$ cat src/rtl/apb_rr_arbiter.sv
// Round-robin arbiter sharing one APB master port among NUM_REQ requesters.
// Runs SETUP/ACCESS, returns rdata/err with a one-cycle done pulse.
module apb_rr_arbiter #(
  parameter int NUM_REQ     = 4,
  parameter int ADDR_WD     = 32,
  parameter int DATA_WD     = 32,
  parameter int STRB_WD     = 4,
  parameter int PROT_WD     = 3,
  parameter int TIMEOUT_CYC = 256
) (
  input  logic                       b_pclk,
  input  logic                       b_prst,
  input  logic [NUM_REQ-1:0]         req_valid,
  input  logic [NUM_REQ-1:0]         req_write,
  input  logic [NUM_REQ*ADDR_WD-1:0] req_addr,
  input  logic [NUM_REQ*DATA_WD-1:0] req_wdata,
  input  logic [NUM_REQ*PROT_WD-1:0] req_prot,
  input  logic [NUM_REQ*STRB_WD-1:0] req_strb,
  output logic [NUM_REQ-1:0]         req_done,
  output logic [DATA_WD-1:0]         rsp_rdata,
  output logic                       rsp_err,
  output logic                       rsp_timeout,
  output logic                       b_psel,
  output logic                       b_penable,
  output logic                       b_pwrite,
  output logic [ADDR_WD-1:0]         b_paddr,
  output logic [DATA_WD-1:0]         b_pwdata,
  output logic [PROT_WD-1:0]         b_pprot,
  output logic [STRB_WD-1:0]         b_pstrb,
  input  logic [DATA_WD-1:0]         b_prdata,
  input  logic                       b_pready,
  input  logic                       b_pslverr
);

  localparam int PW  = (NUM_REQ > 1) ? $clog2(NUM_REQ) : 1;
  localparam int WCW = (TIMEOUT_CYC > 0) ? $clog2(TIMEOUT_CYC + 1) : 1;
  localparam bit TO_EN = (TIMEOUT_CYC != 0);
  localparam logic [WCW-1:0] TO_LAST =
    TO_EN ? WCW'(TIMEOUT_CYC - 1) : '0;
  localparam logic [PW-1:0] LAST_ID = PW'(NUM_REQ - 1);

  typedef enum logic [1:0] {
    IDLE,
    SETUP,
    ACCESS,
    COMPLETE
  } state_t;

  state_t state;
  state_t state_nx;

  logic [PW-1:0]      rr_ptr;
  logic [PW-1:0]      grant_id;
  logic [PW-1:0]      ptr_nx;
  logic [WCW-1:0]     wait_cnt;
  logic [NUM_REQ-1:0] done_oh;
  logic               to_hit;

  logic               any_req;
  logic [PW-1:0]      sel_id;
  logic               sel_write;
  logic [ADDR_WD-1:0] sel_addr;
  logic [DATA_WD-1:0] sel_wdata;
  logic [PROT_WD-1:0] sel_prot;
  logic [STRB_WD-1:0] sel_strb;
  int                 k;

  // Circular scan from rr_ptr; first valid requester wins.
  always_comb begin
    any_req   = 1'b0;
    sel_id    = '0;
    sel_write = 1'b0;
    sel_addr  = '0;
    sel_wdata = '0;
    sel_prot  = '0;
    sel_strb  = '0;
    k         = 0;
    for (int i = 0; i < NUM_REQ; i++) begin
      k = int'(rr_ptr) + i;
      if (k >= NUM_REQ) k = k - NUM_REQ;
      if (!any_req && req_valid[k]) begin
        any_req   = 1'b1;
        sel_id    = PW'(k);
        sel_write = req_write[k];
        sel_addr  = req_addr[k*ADDR_WD +: ADDR_WD];
        sel_wdata = req_wdata[k*DATA_WD +: DATA_WD];
        sel_prot  = req_prot[k*PROT_WD +: PROT_WD];
        sel_strb  = req_strb[k*STRB_WD +: STRB_WD];
      end
    end
  end

  always_comb begin
    to_hit  = TO_EN && (wait_cnt == TO_LAST) && !b_pready;
    ptr_nx  = (grant_id == LAST_ID) ? '0 : grant_id + PW'(1);
    done_oh = NUM_REQ'(1) << grant_id;
  end

  always_comb begin
    state_nx = state;
    unique case (state)
      IDLE:     if (any_req) state_nx = SETUP;
      SETUP:    state_nx = ACCESS;
      ACCESS:   if (b_pready || to_hit) state_nx = COMPLETE;
      COMPLETE: state_nx = IDLE;
      default:  state_nx = IDLE;
    endcase
  end

  always_ff @(posedge b_pclk) begin
    if (b_prst) state <= IDLE;
    else        state <= state_nx;
  end

  always_ff @(posedge b_pclk) begin
    if (b_prst) begin
      rr_ptr      <= '0;
      grant_id    <= '0;
      wait_cnt    <= '0;
      b_psel      <= 1'b0;
      b_penable   <= 1'b0;
      b_pwrite    <= 1'b0;
      b_paddr     <= '0;
      b_pwdata    <= '0;
      b_pprot     <= '0;
      b_pstrb     <= '0;
      req_done    <= '0;
      rsp_rdata   <= '0;
      rsp_err     <= 1'b0;
      rsp_timeout <= 1'b0;
    end else begin
      req_done    <= '0;
      rsp_err     <= 1'b0;
      rsp_timeout <= 1'b0;
      unique case (state)
        IDLE: begin
          if (any_req) begin
            grant_id <= sel_id;
            b_psel   <= 1'b1;
            b_pwrite <= sel_write;
            b_paddr  <= sel_addr;
            b_pwdata <= sel_wdata;
            b_pprot  <= sel_prot;
            b_pstrb  <= sel_strb;
          end
        end
        SETUP: begin
          b_penable <= 1'b1;
          wait_cnt  <= '0;
        end
        ACCESS: begin
          // pready wins over a timeout landing in the same cycle
          if (b_pready) begin
            b_psel    <= 1'b0;
            b_penable <= 1'b0;
            req_done  <= done_oh;
            rsp_rdata <= b_pwrite ? '0 : b_prdata;
            rsp_err   <= b_pslverr;
            rr_ptr    <= ptr_nx;
          end else if (to_hit) begin
            b_psel      <= 1'b0;
            b_penable   <= 1'b0;
            req_done    <= done_oh;
            rsp_rdata   <= '0;
            rsp_err     <= 1'b1;
            rsp_timeout <= 1'b1;
            rr_ptr      <= ptr_nx;
          end else begin
            wait_cnt <= wait_cnt + WCW'(1);
          end
        end
        COMPLETE: ;
        default: ;
      endcase
    end
  end

endmodule
$ cat config.mk
export PLATFORM = sky130hd
export DESIGN_NAME = apb_rr_arbiter
export DESIGN_NICKNAME = d
export VERILOG_FILES = /design/src/rtl/apb_rr_arbiter.sv
export SDC_FILE = /design/constraint.sdc
export NUM_CORES = 1
export LEC_CHECK = 0
export CORE_MARGIN = 4
export CORE_UTILIZATION = 45
export DETAILED_ROUTE_END_ITERATION = 8
export GPL_TIMING_DRIVEN = 0
export PLACE_DENSITY = 0.8
export RECOVER_POWER = 50
export SYNTH_ARGS = -nofsm -noshare
export SYNTH_HDL_FRONTEND = slang
export SYNTH_SLANG_ARGS = --single-unit
$ cat constraint.sdc
create_clock -name b_pclk -period 4.2 [get_ports b_pclk]
set_clock_uncertainty 0.05 [all_clocks]
set_input_delay 0.42 -clock b_pclk [delete_from_list [all_inputs] [get_ports b_pclk]]
set_output_delay 0.42 -clock b_pclk [all_outputs]
set_load 0.02 [all_outputs]
== Word level (Yosys, flattened, before mapping) ==
Index checks and enable logic that the tools add are counted.

* Input port bits: 328
* Output and inout bits: 112
* Logic and storage cells: 162
* Bits in registers: 127

* Bitwise operators: 1
* Multiply operators: 4
* Magnitude comparators: 8
* Reduce and logical (&&, ||, !) cells: 21
* Shifts and indexed selects: 17
* Mux-type cells: 77
* $add $sub $neg: 9
* Equality and inequality tests: 10

{| class="wikitable"
|+ Operators by type and width
! cell !! count
|-
| variable part select 128 x 32 -> 32 bit || 8
|-
| two-way mux 32 bit || 15
|-
| less-than comparator 32 x 4 -> 1 bit, second input constant || 4
|-
| multiplier 32 x 3 -> 32 bit, second input constant || 4
|-
| variable part select 12 x 32 -> 3 bit || 4
|-
| variable part select 16 x 32 -> 4 bit || 4
|-
| two-way mux 1 bit || 29
|-
| two-way mux 4 bit || 6
|-
| two-way mux 2 bit || 9
|-
| two-way mux 9 bit || 2
|-
| case mux 9 bit (2 select lines) || 1
|-
| binary-select mux 1 bit (select 2 bit) || 8
|-
| two-way mux 3 bit || 4
|-
| subtractor 3 x 3 -> 4 bit, second input constant || 3
|-
| adder 9 x 1 -> 9 bit, second input constant || 1
|-
| equality test 9 x 8 -> 1 bit, second input constant || 1
|-
| greater-or-equal comparator 3 bit, second input constant || 3
|-
| != test 2 bit, second input constant || 4
|-
| case mux 2 bit (4 select lines) || 1
|-
| AND reduction 2 bit || 4
|-
| adder 2 x 2 -> 3 bit, second input constant || 2
|-
| equality test 2 bit, second input constant || 3
|-
| AND reduction 3 bit || 2
|-
| nonzero test 2 bit || 3
|-
| 15 further kinds || 22
|}

== Logic depth before layout (Yosys ltp) ==
* Depth after elaboration: 17
* Mapped depth: 18
* Mapped depth without buffers: 11

== Least setup slack after synthesis ==
No wires, ideal clock.

* Path type: register to register
* Start point: register rr_ptr[1]
* End point: register b_pwdata[0]
* Clock period less this slack: 3921 ps
* Library setup time: 133 ps
* Path buffers: 10
* Path slack: 279 ps
* Data arrival time: 3738 ps
* Data required time: 4017 ps
* Stages on the path, launching flop included: 16
* Cells stage by stage: dfxtp_1 > buf_2 > buf_2 > clkbuf_1 > clkbuf_1 > inv_1 > ha_1 > buf_2 > buf_2 > buf_2 > buf_4 > buf_2 > clkbuf_1 > mux4_2 > a211oi_1 > nor3_1

* Longest elaborated chain between the ends: 16
* Elaborated cells between the ends (all ways): 46
* Classes of those cells: add/sub: 7; order compare: 4; shift: 4; mux: 24; reduce/logical: 7

{| class="wikitable"
|+ Ends and longest elaborated chain
! what !! RTL line !! source
|-
| start, declared || 52 || <nowiki>logic [PW-1:0] rr_ptr;</nowiki>
|-
| start signal, assigned || 159 || <nowiki>rr_ptr <= ptr_nx;</nowiki>
|-
| start signal, assigned || 167 || <nowiki>rr_ptr <= ptr_nx;</nowiki>
|-
| branches (longest 16 deep; another with subtractor 3 x 3 -> 4 bit) || n/a ||
|-
| end signal, assigned || 142 || <nowiki>b_pwdata <= sel_wdata;</nowiki>
|-
| end, declared || 27 || <nowiki>output logic [DATA_WD-1:0] b_pwdata,</nowiki>
|}

Parallel ways; which one is timed is not known. The select of a mux whose other input is x is not followed.
A chain may end at the register's enable or synchronous reset.

== Worst setup path after layout ==
* Start point: register rr_ptr[0]
* End point: register b_pwdata[1]

Same word-level chain as after synthesis.

==> implementation parameters <==
Parameter                              Value

GRT
  Met2 Track Usage GR    58.4%
  Routing usage on met3    11.5%
  Congestion Overflow GR    0
  Pin count of the biggest net entering global routing    20
  Via count of the first global-routing pass    16,853
  Global routing usage on met1    between 40 and 50%
  Total Routing Usage GR    36.0%
  Wire length of the first global-routing pass    101 mm
  Number of antenna violations at the first check in global routing    12
  Busiest layer in global routing    met2

Cells and area
  Fraction of layout instances using a drive strength above 1    between 20 and 30%
  Layout overhead on the synthesized area    38.5%
  Post-layout nets    2,253
  Finished Layout Cells    2,376
  Post-Layout Inst Area    20,700 um^2

Detailed routing
  Vias    16,804
  Vias per cell    7.07
  Detail-routed net length per standard cell    28.6 um
  Antenna violation net count after detailed routing    0
  Total iterations of the first detailed-routing run    8
  Remaining design rule violation count    0
  Drt first-iter violations    2,570
  Overall routed net length    a little under 70 mm

CTS
  Bufs on Longest Clock Path    2
  Clock slew at the register clock pins of the worst setup and hold paths    0.08 ns
  Number of clock sinks seen by CTS    127
  CTS Buf Count    17
  Source-to-sink clock delay at the later pin of the worst-skew pair    0.46 ns
  CTS tree    yes
  Clock tree root buffer cell    clkbuf_16
  CTS H-Tree Depth    4
  Number of buffers inserted by hold repair at cts    0

Logic synthesis
  Library cell with the highest instance count after synthesis    mux4_2
  Simple-Gate Fraction of Synth Area    10.3%
  Leading area contributor after synthesis    mux4_2
  Fraction of synthesis flops using an asynchronous set or reset pin    0%
  Net count of the mapped netlist    1,796
  Number of synthesized register bits    between 100 and 150
  Fraction of synthesized cell area taken by the top area cell type    ~34%
  Mapped cell area    14,900 um^2
  Synth warnings    0
  Largest cells by area after synthesis    mux4_2 34%, dfxtp_1 17%, mux2_2 11%
  Post-Synth XOR/XNOR Area    0.294%
  Sequential cell area fraction in the yosys report    17.0%
  Synthesized instance count    1,451
  Leading post-synthesis cells by instance count    225 x mux4_2, 170 x nor2_1, 144 x mux2_2
  Number of distinct standard cells referenced by the synthesized netlist    55
  Proportion of synthesized area in mux cells    46.4%
  Main combinational cell family by area after synthesis    multiplexers
  Synthesized-area fraction occupied by adder cells    1.43%
  Number of flops mapped to enable cells by yosys    0
  Most used flip-flop cell after synthesis    dfxtp_1
  Area fraction in compound gates after synthesis    18.8%
  Average cell area after synthesis    ~10 um^2

Placement
  Gp weighted congestion    just under 1
  Count of buffers from port buffering    438
  Instance count after placement with tap cells included    approximately 2,300
  Placed Area    19,900 um^2
  Total half-perimeter wirelength after legalization and detailed placement    50.5 mm

Timing
  Post-Route Hold Slack    0.424 ns
  Final cycle utilization of the critical path    97.9%
  Slew Limit Headroom    30.5%
  Top achievable clock speed    243 MHz
  Final setup violation count    0
  Hold violation total from the final report    0
  Post-layout minimum cycle time    4.11 ns
  Setup TNS    0 ns
  Tightest Pin Transition    1.03 ns
  Max-slew violation count    0

Power
  Leak    roughly 7 nW
  Power density over cell area    471 nW/um^2
  Peak ir drop on the vdd network    ~0.32 mV

Floorplan
  Die extent in y    190 um
  Die Span X    190 um
  DIE AREA    ~36,000 um^2
  Starting utilization of the core area    45.7%
  Top-Level Pins    440
  Core box area    32,600 um^2
  Floorplan row count    66

Worst setup path
  Critical Path End Type    register
  Type of the worst setup path    reg2reg
  CP Max Fanout    12
  Required time at the endpoint of the critical path    4.53 ns
  Startpoint kind of the worst setup timing path    register
  Arrival time at the worst endpoint    4.45 ns

Hold path
  Worst hold path class    reg2reg

Outcome
  Run status    completed

Job
  Max-capacitance violation count    0
-- cells in the final DEF, fill, tap and decap left out, types with 11 or more instances in the layout --
cell             instances
clkdlybuf4s50_1        326
mux4_2                 225
nor2_1                 169
mux2_2                 144
dfxtp_1                125
dlygate4sd3_1          112
a21oi_1                 88
nor3_1                  84
a221oi_1                72
a211oi_1                71
buf_2                   65
clkbuf_1                64
a2111oi_0               50
a22o_1                  33
nand2_1                 23
mux2i_1                 23
clkbuf_2                19
ha_1                    17
clkbuf_16               17
clkbuf_4                15
a2111oi_1               14
diode_2                 13
inv_1                   11
o21ai_0                 11
-- metrics by stage --
stage / power [mW] / utilization (%) / setup WS [ns]
after floorplan: 5.76 / - / 0.279
after global placement: 8.05 / 60.9 / -1.69
after detailed placement: 8.16 / 60.9 / -1.76
after CTS: 9.70 / 62.8 / 0.0190
after global routing: 10.2 / 63.3 / -0.0548
final: 9.72 / 63.3 / 0.0872
-- area by class of cell --
type / count / area, um^2
clock buffer: 18 / 429
clock inverter: 14 / 109
timing repair buffer: 441 / 4410
tap: 442 / 553
antenna: 13 / 32.5
fill: 2624 / 12000
sequential: 127 / 2540
buffer: 182 / 901
inverter: 12 / 45.0
multi-input combinational: 1127 / 11600
-- power by group --
group | switching (mW) | internal, mW | leakage (nW) | total (mW)
registers | 0.253 | 1.61 | 1.05 | 1.86
clock network | 0.689 | 0.765 | 0.268 | 1.45
logic | 3.60 | 2.80 | 5.69 | 6.40
-- routing by layer --
layer / routed length, um / share of wire, % / vias up
met4: 3670 / 5.4 / 0
met1: 22900 / 34 / 7990
met5: 0 / 0 / -
met3: 9280 / 14 / 300
met2: 32200 / 47 / 1590
li1: - / - / 6924
-- critical path, stage by stage (launching register included) --
cell and delay [ns]:
dfxtp_2 0.39, buf_6 0.15, buf_4 0.23, buf_6 0.19, inv_1 0.10, clkbuf_4 0.23, ha_1 0.30, buf_2 0.16
mux4_2 0.44, nor2b_1 0.16, buf_2 0.28, buf_2 0.33, a21oi_1 0.07, a2111oi_0 0.60, a211oi_2 0.15, nor3_1 0.18
-- registers in the layout (all words and copies together), names as in the netlist, 2 cells and up --
register	cells
req_done	4
rr_ptr	2
state	2
wait_cnt	9
b_pstrb	4
grant_id	2
b_paddr	32
b_pwdata	32
b_pprot	3
rsp_rdata	32
-- logic make-up after synthesis --
family / Yosys count
adders and majority gates: 17
muxes: 392
other: 1
xor gates and xnor gates: 5
DFF: 127
and+or+nand+nor: 336
AOI/OAI and AO/OA: 376
buffers and inverters: 197
-- repair_timing --
action | 4_1_cts | 5_1_grt
pin swaps | 0 | 5
buffers inserted | 0 | 3
setup endpoints to repair | 77 | 72
gates resized for setup | 39 | 75
-- worst paths after layout --
check                                   from                         end  slack, ns  cells after the start
setup / recovery      rr_ptr[0]$_SDFFE_PP0P_    b_pwdata[1]$_SDFFE_PP0P_       0.09                     15
hold / removal    rsp_rdata[29]$_SDFFE_PP0P_  rsp_rdata[29]$_SDFFE_PP0P_       0.42                      1
setup reg to reg      rr_ptr[0]$_SDFFE_PP0P_    b_pwdata[1]$_SDFFE_PP0P_       0.09                     15
hold reg to reg   rsp_rdata[29]$_SDFFE_PP0P_  rsp_rdata[29]$_SDFFE_PP0P_       0.42                      1
No activity file was read; power rests on OpenSTA's default activity.
